## config.mk

```make
export PLATFORM = sky130hd
export DESIGN_NAME = frame_ram_arbiter
export DESIGN_NICKNAME = d
export VERILOG_FILES = /design/src/rtl/frame_ram_pkg.sv /design/src/rtl/frame_ram_arbiter_fifo.sv /design/src/rtl/frame_ram_arbiter.sv
export SDC_FILE = /design/constraint.sdc
export NUM_CORES = 1
export LEC_CHECK = 0
export ABC_AREA = 1
export CORE_MARGIN = 1.5
export CORE_UTILIZATION = 50
export DETAILED_ROUTE_END_ITERATION = 12
export MAX_ROUTING_LAYER = met4
export PLACE_DENSITY = 0.68
export SKIP_CTS_REPAIR_TIMING = 1
export SKIP_LAST_GASP = 1
export SYNTH_ARGS = -nofsm -noshare
export SYNTH_HDL_FRONTEND = slang
export SYNTH_HIERARCHICAL = 1
export SYNTH_SLANG_ARGS = --single-unit
```

## constraint.sdc

```tcl
create_clock -name clk -period 5.7 [get_ports clk]
set_input_delay 1.14 -clock clk [delete_from_list [all_inputs] [get_ports clk]]
set_output_delay 1.14 -clock clk [all_outputs]
set_load 0.01 [all_outputs]
```

## src/rtl/frame_ram_pkg.sv

```systemverilog
// Shared types and default sizing for the processed-picture RAM arbiter.
// Holds the arbiter state encoding and the default geometry of one 480x270 RGB888 picture.
package frame_ram_pkg;

    localparam int unsigned ADDR_W     = 17;
    localparam int unsigned DATA_W     = 24;
    localparam int unsigned PIC_PIXELS = 480 * 270;
    localparam int unsigned FIFO_AW    = 4;
    localparam int unsigned STARVE_LIM = 64;

    typedef enum logic [2:0] {
        IDLE,
        FILL,
        DRAIN,
        WAIT_VS,
        DONE
    } state_e;

    // A picture is in flight anywhere between accepting wr_start and publishing it.
    function automatic logic is_busy(input state_e s);
        return (s != IDLE) && (s != DONE);
    endfunction

endpackage

```

## src/rtl/frame_ram_arbiter_fifo.sv

```systemverilog
// First-word-fall-through synchronous FIFO with registered full/empty flags.
// Decouples the writer stream from RAM slots stolen by display reads.
module sync_fifo #(
    parameter int unsigned FIFO_AW = 4,
    parameter int unsigned DATA_W  = 24
) (
    input  logic              clk,
    input  logic              rst_n,
    input  logic              i_push,
    input  logic [DATA_W-1:0] i_data,
    input  logic              i_pop,
    output logic [DATA_W-1:0] o_head,
    output logic              o_full,
    output logic              o_empty
);
    import frame_ram_pkg::*;

    localparam int unsigned DEPTH = 1 << FIFO_AW;
    localparam int unsigned CNT_W = FIFO_AW + 1;

    logic [DATA_W-1:0]  r_mem [DEPTH];
    logic [FIFO_AW-1:0] r_wr_ptr;
    logic [FIFO_AW-1:0] r_rd_ptr;
    logic [CNT_W-1:0]   r_count;
    logic [CNT_W-1:0]   w_count_next;
    logic               r_full;
    logic               r_empty;
    logic               w_push;
    logic               w_pop;

    // A push into a full FIFO is legal only when the head leaves in the same cycle.
    assign w_push       = i_push && (!r_full || i_pop);
    assign w_pop        = i_pop && !r_empty;
    assign w_count_next = r_count + CNT_W'(w_push) - CNT_W'(w_pop);

    always_ff @(posedge clk) begin
        if (w_push) begin
            r_mem[r_wr_ptr] <= i_data;
        end
    end

    always_ff @(posedge clk or negedge rst_n) begin
        if (!rst_n) begin
            r_wr_ptr <= '0;
            r_rd_ptr <= '0;
            r_count  <= '0;
            r_full   <= 1'b0;
            r_empty  <= 1'b1;
        end else begin
            if (w_push) begin
                r_wr_ptr <= r_wr_ptr + FIFO_AW'(1);
            end
            if (w_pop) begin
                r_rd_ptr <= r_rd_ptr + FIFO_AW'(1);
            end
            r_count <= w_count_next;
            r_full  <= (w_count_next == CNT_W'(DEPTH));
            r_empty <= (w_count_next == '0);
        end
    end

    assign o_head  = r_mem[r_rd_ptr];
    assign o_full  = r_full;
    assign o_empty = r_empty;

endmodule

```

## src/rtl/frame_ram_arbiter.sv

```systemverilog
// Single-port picture RAM arbiter: display reads win, writer pixels drain through a FIFO,
// and pic_done is published only on a vsync edge. ARB_STARVE_EN adds a forced-write escape.
module frame_ram_arbiter #(
    parameter int unsigned ADDR_W     = frame_ram_pkg::ADDR_W,
    parameter int unsigned DATA_W     = frame_ram_pkg::DATA_W,
    parameter int unsigned PIC_PIXELS = frame_ram_pkg::PIC_PIXELS,
    parameter int unsigned FIFO_AW    = frame_ram_pkg::FIFO_AW
) (
    input  logic              clk,
    input  logic              rst_n,
    input  logic              vsync,
    input  logic              rd_req,
    input  logic [ADDR_W-1:0] rd_addr,
    input  logic              wr_start,
    input  logic              wr_valid,
    input  logic [DATA_W-1:0] wr_data,
    output logic              wr_ready,
    output logic              ram_we,
    output logic [ADDR_W-1:0] ram_addr,
    output logic [DATA_W-1:0] ram_wdata,
    output logic              pic_done,
    output logic              busy,
    output logic              starve_hit
);
    import frame_ram_pkg::*;

    state_e             r_state;
    state_e             w_state_next;
    logic               w_start_ok;
    logic               r_vsync_d;
    logic               w_vsync_rise;
    logic [ADDR_W-1:0]  r_acnt;
    logic [ADDR_W-1:0]  r_wcnt;
    logic               w_wr_ready;
    logic               w_push;
    logic               w_pop;
    logic               w_can_pop;
    logic               w_force;
    logic               w_fifo_full;
    logic               w_fifo_empty;
    logic [DATA_W-1:0]  w_fifo_head;
    logic               r_ram_we;
    logic [ADDR_W-1:0]  r_ram_addr;
    logic [DATA_W-1:0]  r_ram_wdata;
    logic               r_pic_done;
    logic               r_busy;

    assign w_vsync_rise = vsync && !r_vsync_d;
    assign w_wr_ready   = (r_state == FILL) && !w_fifo_full && (r_acnt < ADDR_W'(PIC_PIXELS));
    assign w_push       = wr_valid && w_wr_ready;
    assign w_can_pop    = !w_fifo_empty && ((r_state == FILL) || (r_state == DRAIN));
    assign w_pop        = w_force || (!rd_req && w_can_pop);

    sync_fifo #(
        .FIFO_AW (FIFO_AW),
        .DATA_W  (DATA_W)
    ) u_fifo (
        .clk     (clk),
        .rst_n   (rst_n),
        .i_push  (w_push),
        .i_data  (wr_data),
        .i_pop   (w_pop),
        .o_head  (w_fifo_head),
        .o_full  (w_fifo_full),
        .o_empty (w_fifo_empty)
    );

    always_ff @(posedge clk or negedge rst_n) begin
        if (!rst_n) begin
            r_state <= IDLE;
        end else begin
            r_state <= w_state_next;
        end
    end

    // wr_start is honoured only between pictures; in WAIT_VS the vsync edge alone decides.
    always_comb begin
        w_state_next = r_state;
        w_start_ok   = 1'b0;
        case (r_state)
            IDLE, DONE: begin
                if (wr_start) begin
                    w_start_ok   = 1'b1;
                    w_state_next = FILL;
                end
            end
            FILL: begin
                if (r_acnt == ADDR_W'(PIC_PIXELS)) begin
                    w_state_next = DRAIN;
                end
            end
            DRAIN: begin
                if (w_fifo_empty && (r_wcnt == ADDR_W'(PIC_PIXELS))) begin
                    w_state_next = WAIT_VS;
                end
            end
            WAIT_VS: begin
                if (w_vsync_rise) begin
                    w_state_next = DONE;
                end
            end
            default: begin
                w_state_next = IDLE;
            end
        endcase
    end

    always_ff @(posedge clk or negedge rst_n) begin
        if (!rst_n) begin
            r_vsync_d <= 1'b0;
            r_acnt    <= '0;
            r_wcnt    <= '0;
        end else begin
            r_vsync_d <= vsync;
            if (w_start_ok) begin
                r_acnt <= '0;
                r_wcnt <= '0;
            end else begin
                if (w_push) begin
                    r_acnt <= r_acnt + ADDR_W'(1);
                end
                if (w_pop) begin
                    r_wcnt <= r_wcnt + ADDR_W'(1);
                end
            end
        end
    end

    // RAM port slot: a forced write beats a read, a read beats a normal write.
    always_ff @(posedge clk or negedge rst_n) begin
        if (!rst_n) begin
            r_ram_we    <= 1'b0;
            r_ram_addr  <= '0;
            r_ram_wdata <= '0;
            r_pic_done  <= 1'b0;
            r_busy      <= 1'b0;
        end else begin
            r_pic_done <= (w_state_next == DONE);
            r_busy     <= is_busy(w_state_next);
            if (w_pop) begin
                r_ram_we    <= 1'b1;
                r_ram_addr  <= r_wcnt;
                r_ram_wdata <= w_fifo_head;
            end else if (rd_req) begin
                r_ram_we   <= 1'b0;
                r_ram_addr <= rd_addr;
            end else begin
                r_ram_we <= 1'b0;
            end
        end
    end

`ifdef ARB_STARVE_EN
    localparam int unsigned STARVE_W = $clog2(STARVE_LIM + 1);

    logic [STARVE_W-1:0] r_starve_cnt;
    logic                r_starve_hit;
    logic                w_starving;

    assign w_starving = w_fifo_full && rd_req;
    assign w_force    = w_starving && (r_starve_cnt == STARVE_W'(STARVE_LIM - 1));

    // Counts consecutive cycles where a full FIFO is blocked by reads.
    always_ff @(posedge clk or negedge rst_n) begin
        if (!rst_n) begin
            r_starve_cnt <= '0;
            r_starve_hit <= 1'b0;
        end else begin
            r_starve_hit <= w_force;
            if (w_force || !w_starving) begin
                r_starve_cnt <= '0;
            end else begin
                r_starve_cnt <= r_starve_cnt + STARVE_W'(1);
            end
        end
    end

    assign starve_hit = r_starve_hit;
`else
    assign w_force    = 1'b0;
    assign starve_hit = 1'b0;
`endif

    assign wr_ready  = w_wr_ready;
    assign ram_we    = r_ram_we;
    assign ram_addr  = r_ram_addr;
    assign ram_wdata = r_ram_wdata;
    assign pic_done  = r_pic_done;
    assign busy      = r_busy;

endmodule

```

==> results of run 1 <==
worst max-delay path by stage:
stage          startpoint             end  slack, ns
2_1_floorplan      rd_req  u_fifo/o_empty       1.97
3_3_place_gp       rd_req   u_fifo/o_full       1.20
3_5_place_dp       rd_req  u_fifo/o_empty       1.13
4_1_cts            rd_req  u_fifo/o_empty       1.74
5_1_grt            rd_req  u_fifo/o_empty       1.46
6_report           rd_req  u_fifo/o_empty       1.73
per-stage QoR:
step	utilization	std cells	setup WS, ns	hold WS, ns
6_report	0.570	2919	1.73	0.477
4_1_cts	0.570	2919	1.74	0.482
2_1_floorplan	-	2235	1.97	0.468
3_3_place_gp	0.533	2827	1.20	0.461
5_1_grt	0.570	2919	1.46	0.496
3_5_place_dp	0.533	2827	1.13	0.467
where the power goes:
part,total [mW],switching [mW],internal (mW)
Combinational,3.76,2.55,1.21
Clock,3.14,1.33,1.81
Sequential,4.65,0.355,4.29
Total,11.6,4.23,7.32
cell usage after synthesis, types with 2 or more instances:
master | n | area, sq um
buf_6 | 25 | 282
o211ai_1 | 12 | 90.1
nor2_2 | 4 | 25.0
nor2_1 | 92 | 345
nor3_1 | 6 | 30.0
buf_4 | 15 | 113
ha_1 | 14 | 175
buf_2 | 38 | 190
inv_1 | 353 | 1330
inv_4 | 2 | 12.5
nand2_1 | 754 | 2830
xor2_1 | 13 | 114
nand4_1 | 24 | 150
a21oi_1 | 4 | 20.0
clkinv_1 | 2 | 7.51
o21ai_0 | 17 | 85.1
o21ai_1 | 11 | 55.1
nand2_2 | 3 | 18.8
inv_2 | 4 | 15.0
clkbuf_1 | 14 | 52.6
dfrtp_1 | 96 | 2400
xnor2_1 | 2 | 17.5
buf_1 | 4 | 15.0
o32ai_1 | 2 | 17.5
nand3_1 | 329 | 1650
edfxtp_1 | 384 | 11500
logic make-up (layout without fill, tap and decap cells):
logic type | count (synthesis) | count (layout) | share of synthesized area
compound gates | 49 | 49 | 0.0137
xor+xnor | 15 | 15 | 0.00605
fa+ha+maj | 15 | 15 | 0.00899
buf+inv | 458 | 557 | 0.0934
flops | 481 | 481 | 0.643
other cells | 1 | 1 | 0.000173
simple gates | 1216 | 1216 | 0.234
cell type report:
type / instances / area (sq um) / share of cell area
clock inverter: 21 / 218 / 0.00889
tap: 585 / 732 / 0.0299
inverter: 361 / 1360 / 0.0555
sequential: 481 / 14000 / 0.570
timing repair buffer: 104 / 1010 / 0.0411
clock buffer: 71 / 1370 / 0.0559
multi-input combinational: 1296 / 5830 / 0.238
layer usage:
metal  up-vias  track usage  share of wire
met5         -            -              0
met3        65       0.0303          0.050
met1      7156        0.296           0.44
met4         0       0.0633          0.018
met2       366        0.382           0.49
li1       7296            -              -
sequential cells by signal (all words and copies together) (netlist names), 3 cells and up:
name,flops
r_state,3
ram_wdata,24
u_fifo/r_mem,384
u_fifo/r_rd_ptr,4
u_fifo/r_count,5
ram_addr,17
r_acnt,17
r_wcnt,17
u_fifo/r_wr_ptr,4
worst reg2reg max path, delay by kind of cell, from the launching register on:
family	cells	cell delay, ns
buf+inv	2	1.59
flops	1	0.85
simple gates	8	0.82
==> qor.yml, run 1 <==
finalNetCount: 2355
critical_path_class: "in2reg"
critPathTopFamily: "buffers and inverters"
tightest_slew_ns: 1.18
gr-usage-all-layers: 0.229
first_pass_iters: 5
regToRegSetupSlack_ns: 2.36
numCtsBuffers: 49
fin_crit_sh: 0.696
drv_slew: 0
arrival_ns: 4.50
synth_flop_cell: "edfxtp_1"
ioPinCount: 93
synth_cell_types: 37
post_drt_wl_per_cell_um: 16.6
hold_depth: 2
grt_pass1_wl_mm: 76.4
critPathLaunchType: "primary input"
clock_latency_ns: 0.60
setup_tns_ns: 0
synthArstFlopShare: 0.202
coreArea_sq_um: 43000
min-delay-start: "ram_wdata[1]"
outcome: "completed"
hold_violations: 0
cts_tree: "built"
critPathMaxFanout: 19
setup_viol_count_final: 0
grt_overflow: 0
synth_edf_count: 384
viasPerCell: 5.10
path_buf_inv: 7
fmax_ghz: 0.252
grt_max_degree: 98
postSynthAreaPerCell_sq_um: 9.71
antennaDiodeCount: 0
timing.critical_path.depth: 16
synth-seq-cells: 481
r2r_start: "u_fifo/r_rd_ptr[0]"
drtAntennaViolNets: 0
hpwlAfterDp_mm: 27.0
slowest_stage: "clkdlybuf4s50_1"
io_buffers: 91
postSynthCellCount: 2235
p_leak_nw: 10.5
skew_ns: 0.0202
antenna_found_initial: 0
path_cells: "clkdlybuf4s50_1 > inv_1 > nand3_4 > inv_2 > inv_1 > nor2_1 > ha_1 > inv_1 > ha_1 > inv_1 > fa_1 > inv_1 > or2_2 > nor2_1 > nand3_1 > nor2_1"
layout-drive-gt1-share: 0.0536
clkTransAtPathRegs_ns: 0.06
syn_nets: 2297
worstHoldPathType: "reg2reg"
rr_worst_depth: 10
hold_end: "ram_wdata[1]"
place_area_sq_um: 22900
r2r_end: "ram_wdata[16]"
clock_path_buffers: 3
area_growth_pct: 12.8
crit_path_frequent_cell: "inv_1"
vdd_drop_max_mv: 0.297
endpoint_kind: "flop"
layout_commonest_cell: "nand2_1"
rsz0062_at_grt: "false"
worst_ep_required_time_ns: 6.23
critPathMaxStageDelay_ns: 0.84
clock-root-buffer: "clkbuf_16"
rows: 76
fillCellCount: 3689
die_w_um: 211
routed_wl_mm: 48.5
vias: 14883
gp_congestion: 0.874
ys_seq_area_frac: 0.643
netlist_area_sq_um: 21700
cts_num_sinks: 481
finalPower_mw: 11.6
htree_levels: 2
drc: 0
relSlewSlack: 0.213
final_cell_area_sq_um: 24500
die_h_um: 211
p_per_area_nw_per_um2: 472
start_util: 0.505
finalCriticalPeriod_ns: 3.97
ys_warn_count: 6
max_cap_viol_count: 0
detail_route.iter0.violations: 1275
grt_pass1_vias: 14353
layout_common_cells: "754 x nand2_1, 384 x edfxtp_1, 352 x inv_1"
dieArea_sq_um: 44700
Power figures use the tool's default switching activity.
==> run 2, diff against run 1 <==
==> constraint.sdc (replaced) <==
create_clock -name clk -period 3.7 [get_ports clk]
set_input_delay 0.74 -clock clk [delete_from_list [all_inputs] [get_ports clk]]
set_output_delay 0.74 -clock clk [all_outputs]
set_load 0.01 [all_outputs]
==> run 2 against run 1 <==
Compared with the run above:
- register-to-register slack lost 1.6 ns
- sequential power rose by 52%
- power grew 58%
- critical path type is now reg2reg
- largest cell class unchanged
- largest power group unchanged
- highest routed layer unchanged
==> qor.yml, run 2 (same netlist as run 1, synthesis figures left out) <==
coreArea_sq_um: 43000  # unchanged
hpwlAfterDp_mm: 31.7  # +17%
critPathTopFamily: "simple AND/OR/NAND/NOR gates"
setup_tns_ns: 0  # unchanged
grt_max_degree: 196  # +100%
fin_crit_sh: 0.790
die_w_um: 211  # unchanged
max_cap_viol_count: 0  # unchanged
vias: 15413  # +3.6%
area_growth_pct: 14.6
drv_slew: 0  # unchanged
crit_path_frequent_cell: "inv_1"
post_drt_wl_per_cell_um: 17.7  # +6.5%
viasPerCell: 5.21  # +2.3%
rsz0062_at_grt: "false"
regToRegSetupSlack_ns: 0.78  # -1.58 ns
fmax_ghz: 0.342
layout_common_cells: "754 x nand2_1, 384 x edfxtp_1, 352 x inv_1"
worst_ep_required_time_ns: 4.22  # -2.01 ns
routed_wl_mm: 52.3  # +7.9%
critPathLaunchType: "flop"
clock_path_buffers: 3  # unchanged
clkPwrFrac: 0.267  # -0.005
critPathMaxStageDelay_ns: 0.51  # -0.33 ns
regMostFlops: "u_fifo/r_mem"
grt_pass1_wl_mm: 81.5  # +6.7%
critical_path_class: "reg2reg"
arrival_ns: 3.44  # -1.06 ns
grt_pass1_vias: 14789  # +3.0%
relSlewSlack: 0.308  # +0.0949
gp_congestion: 0.867  # -0.77%
path_cells: "inv_1 > nand3_1 > nand2_2 > nand3_4 > inv_2 > inv_1 > nor2_1 > ha_1 > inv_1 > ha_1 > inv_1 > fa_1 > inv_1 > or2_2 > nor2_1 > nand3_1 > nor2_1"
setup_viol_count_final: 0  # unchanged
worstHoldPathType: "in2async"
post-route-util: 0.579  # +0.00911
cts_tree: "built"
first_pass_iters: 6  # +1
grt_overflow: 0  # unchanged
path_buf_inv: 6  # -1
start_util: 0.505  # unchanged
gr-usage-all-layers: 0.246  # +0.0168
finalNetCount: 2392  # +1.6%
antenna_found_initial: 0  # unchanged
outcome: "completed"
critPathMaxFanout: 3  # -16
pwr-share-comb: 0.346  # +0.020
seqPwrFrac: 0.388  # -0.014
numCtsBuffers: 50  # +2.0%
antennaDiodeCount: 0  # unchanged
htree_levels: 2  # unchanged
dieArea_sq_um: 44700  # unchanged
hold_violations: 0  # unchanged
swShare: 0.371  # +0.00461
ioPinCount: 93  # unchanged
clkTransAtPathRegs_ns: 0.06  # about the same
rows: 76  # unchanged
skew_ns: 0.0212  # +0.000916 ns
dp.cells: 2863  # +1.3%
detail_route.iter0.violations: 1706  # +34%
cts_num_sinks: 481  # unchanged
p_int_mw: 11.5  # +57%
tightest_slew_ns: 1.04  # -0.144 ns
fillCellCount: 3681  # -0.22%
clock_latency_ns: 0.60  # about the same
slowest_stage: "fa_1"
finalCriticalPeriod_ns: 2.92
layout_commonest_cell: "nand2_1"
die_h_um: 211  # unchanged
endpoint_kind: "flop"
clock-root-buffer: "clkbuf_16"
layout-drive-gt1-share: 0.0662  # +0.0127
drc: 0  # unchanged
io_buffers: 91  # unchanged
largest_register_ffs: 384  # unchanged
p_per_area_nw_per_um2: 732  # +55%
vdd_drop_max_mv: 0.648  # +120%
p_leak_nw: 10.8  # +2.3%
fin_cells: 2956  # +1.3%
power.switching_mw: 6.76  # +60%
drtAntennaViolNets: 0  # unchanged
run 2: routing by layer:
layer / track usage / vias to the layer above / routed length, um
met2: 0.390 / 574 / 25100
met1: 0.330 / 7404 / 22600
li1: - / 7366 / -
met5: - / - / 0
met4: 0.0628 / 0 / 842
met3: 0.0439 / 69 / 3810
run 2: layout make-up:
type	instances	area, sq um	share of cell area
sequential	481	14000	0.561
tap	585	732	0.0294
multi-input combinational	1296	5830	0.235
clock buffer	75	1410	0.0565
inverter	361	1360	0.0547
clock inverter	18	178	0.00714
timing repair buffer	140	1400	0.0563
run 2: worst paths after layout:
kind,from,endpoint,depth (start not counted)
worst max register to register,r_state[0],u_fifo/o_empty,17
worst min-delay path,rst_n,ram_wdata[5],1
worst max-delay path,r_state[0],u_fifo/o_empty,17
max in group asynchronous,rst_n,r_acnt[14],2
worst min register to register,ram_wdata[8],ram_wdata[8],2
min in group clk,ram_wdata[8],ram_wdata[8],2
run 2: metrics by stage:
step | worst slack [ns] | hold WS (ns) | instance area [sq um] | total power [mW]
finish | 0.776 | 0.312 | 24900 | 18.2
global route | 0.541 | 0.387 | 24900 | 19.3
CTS | 0.769 | 0.339 | 24900 | 18.3
detailed placement | 0.224 | 0.464 | 23300 | 13.4
global placement | 0.219 | 0.463 | 23300 | 13.3
floorplan | 0.368 | 0.444 | 21700 | 11.4
run 2: power by group through the flow:
stage | Combinational, mW | Clock (mW) | Sequential, mW
global route | 6.96 | 5.17 | 7.13
global placement | 6.18 | 0 | 7.14
floorplan | 4.31 | 0 | 7.08
detailed placement | 6.25 | 0 | 7.16
finish | 6.30 | 4.86 | 7.06
CTS | 6.28 | 4.96 | 7.06
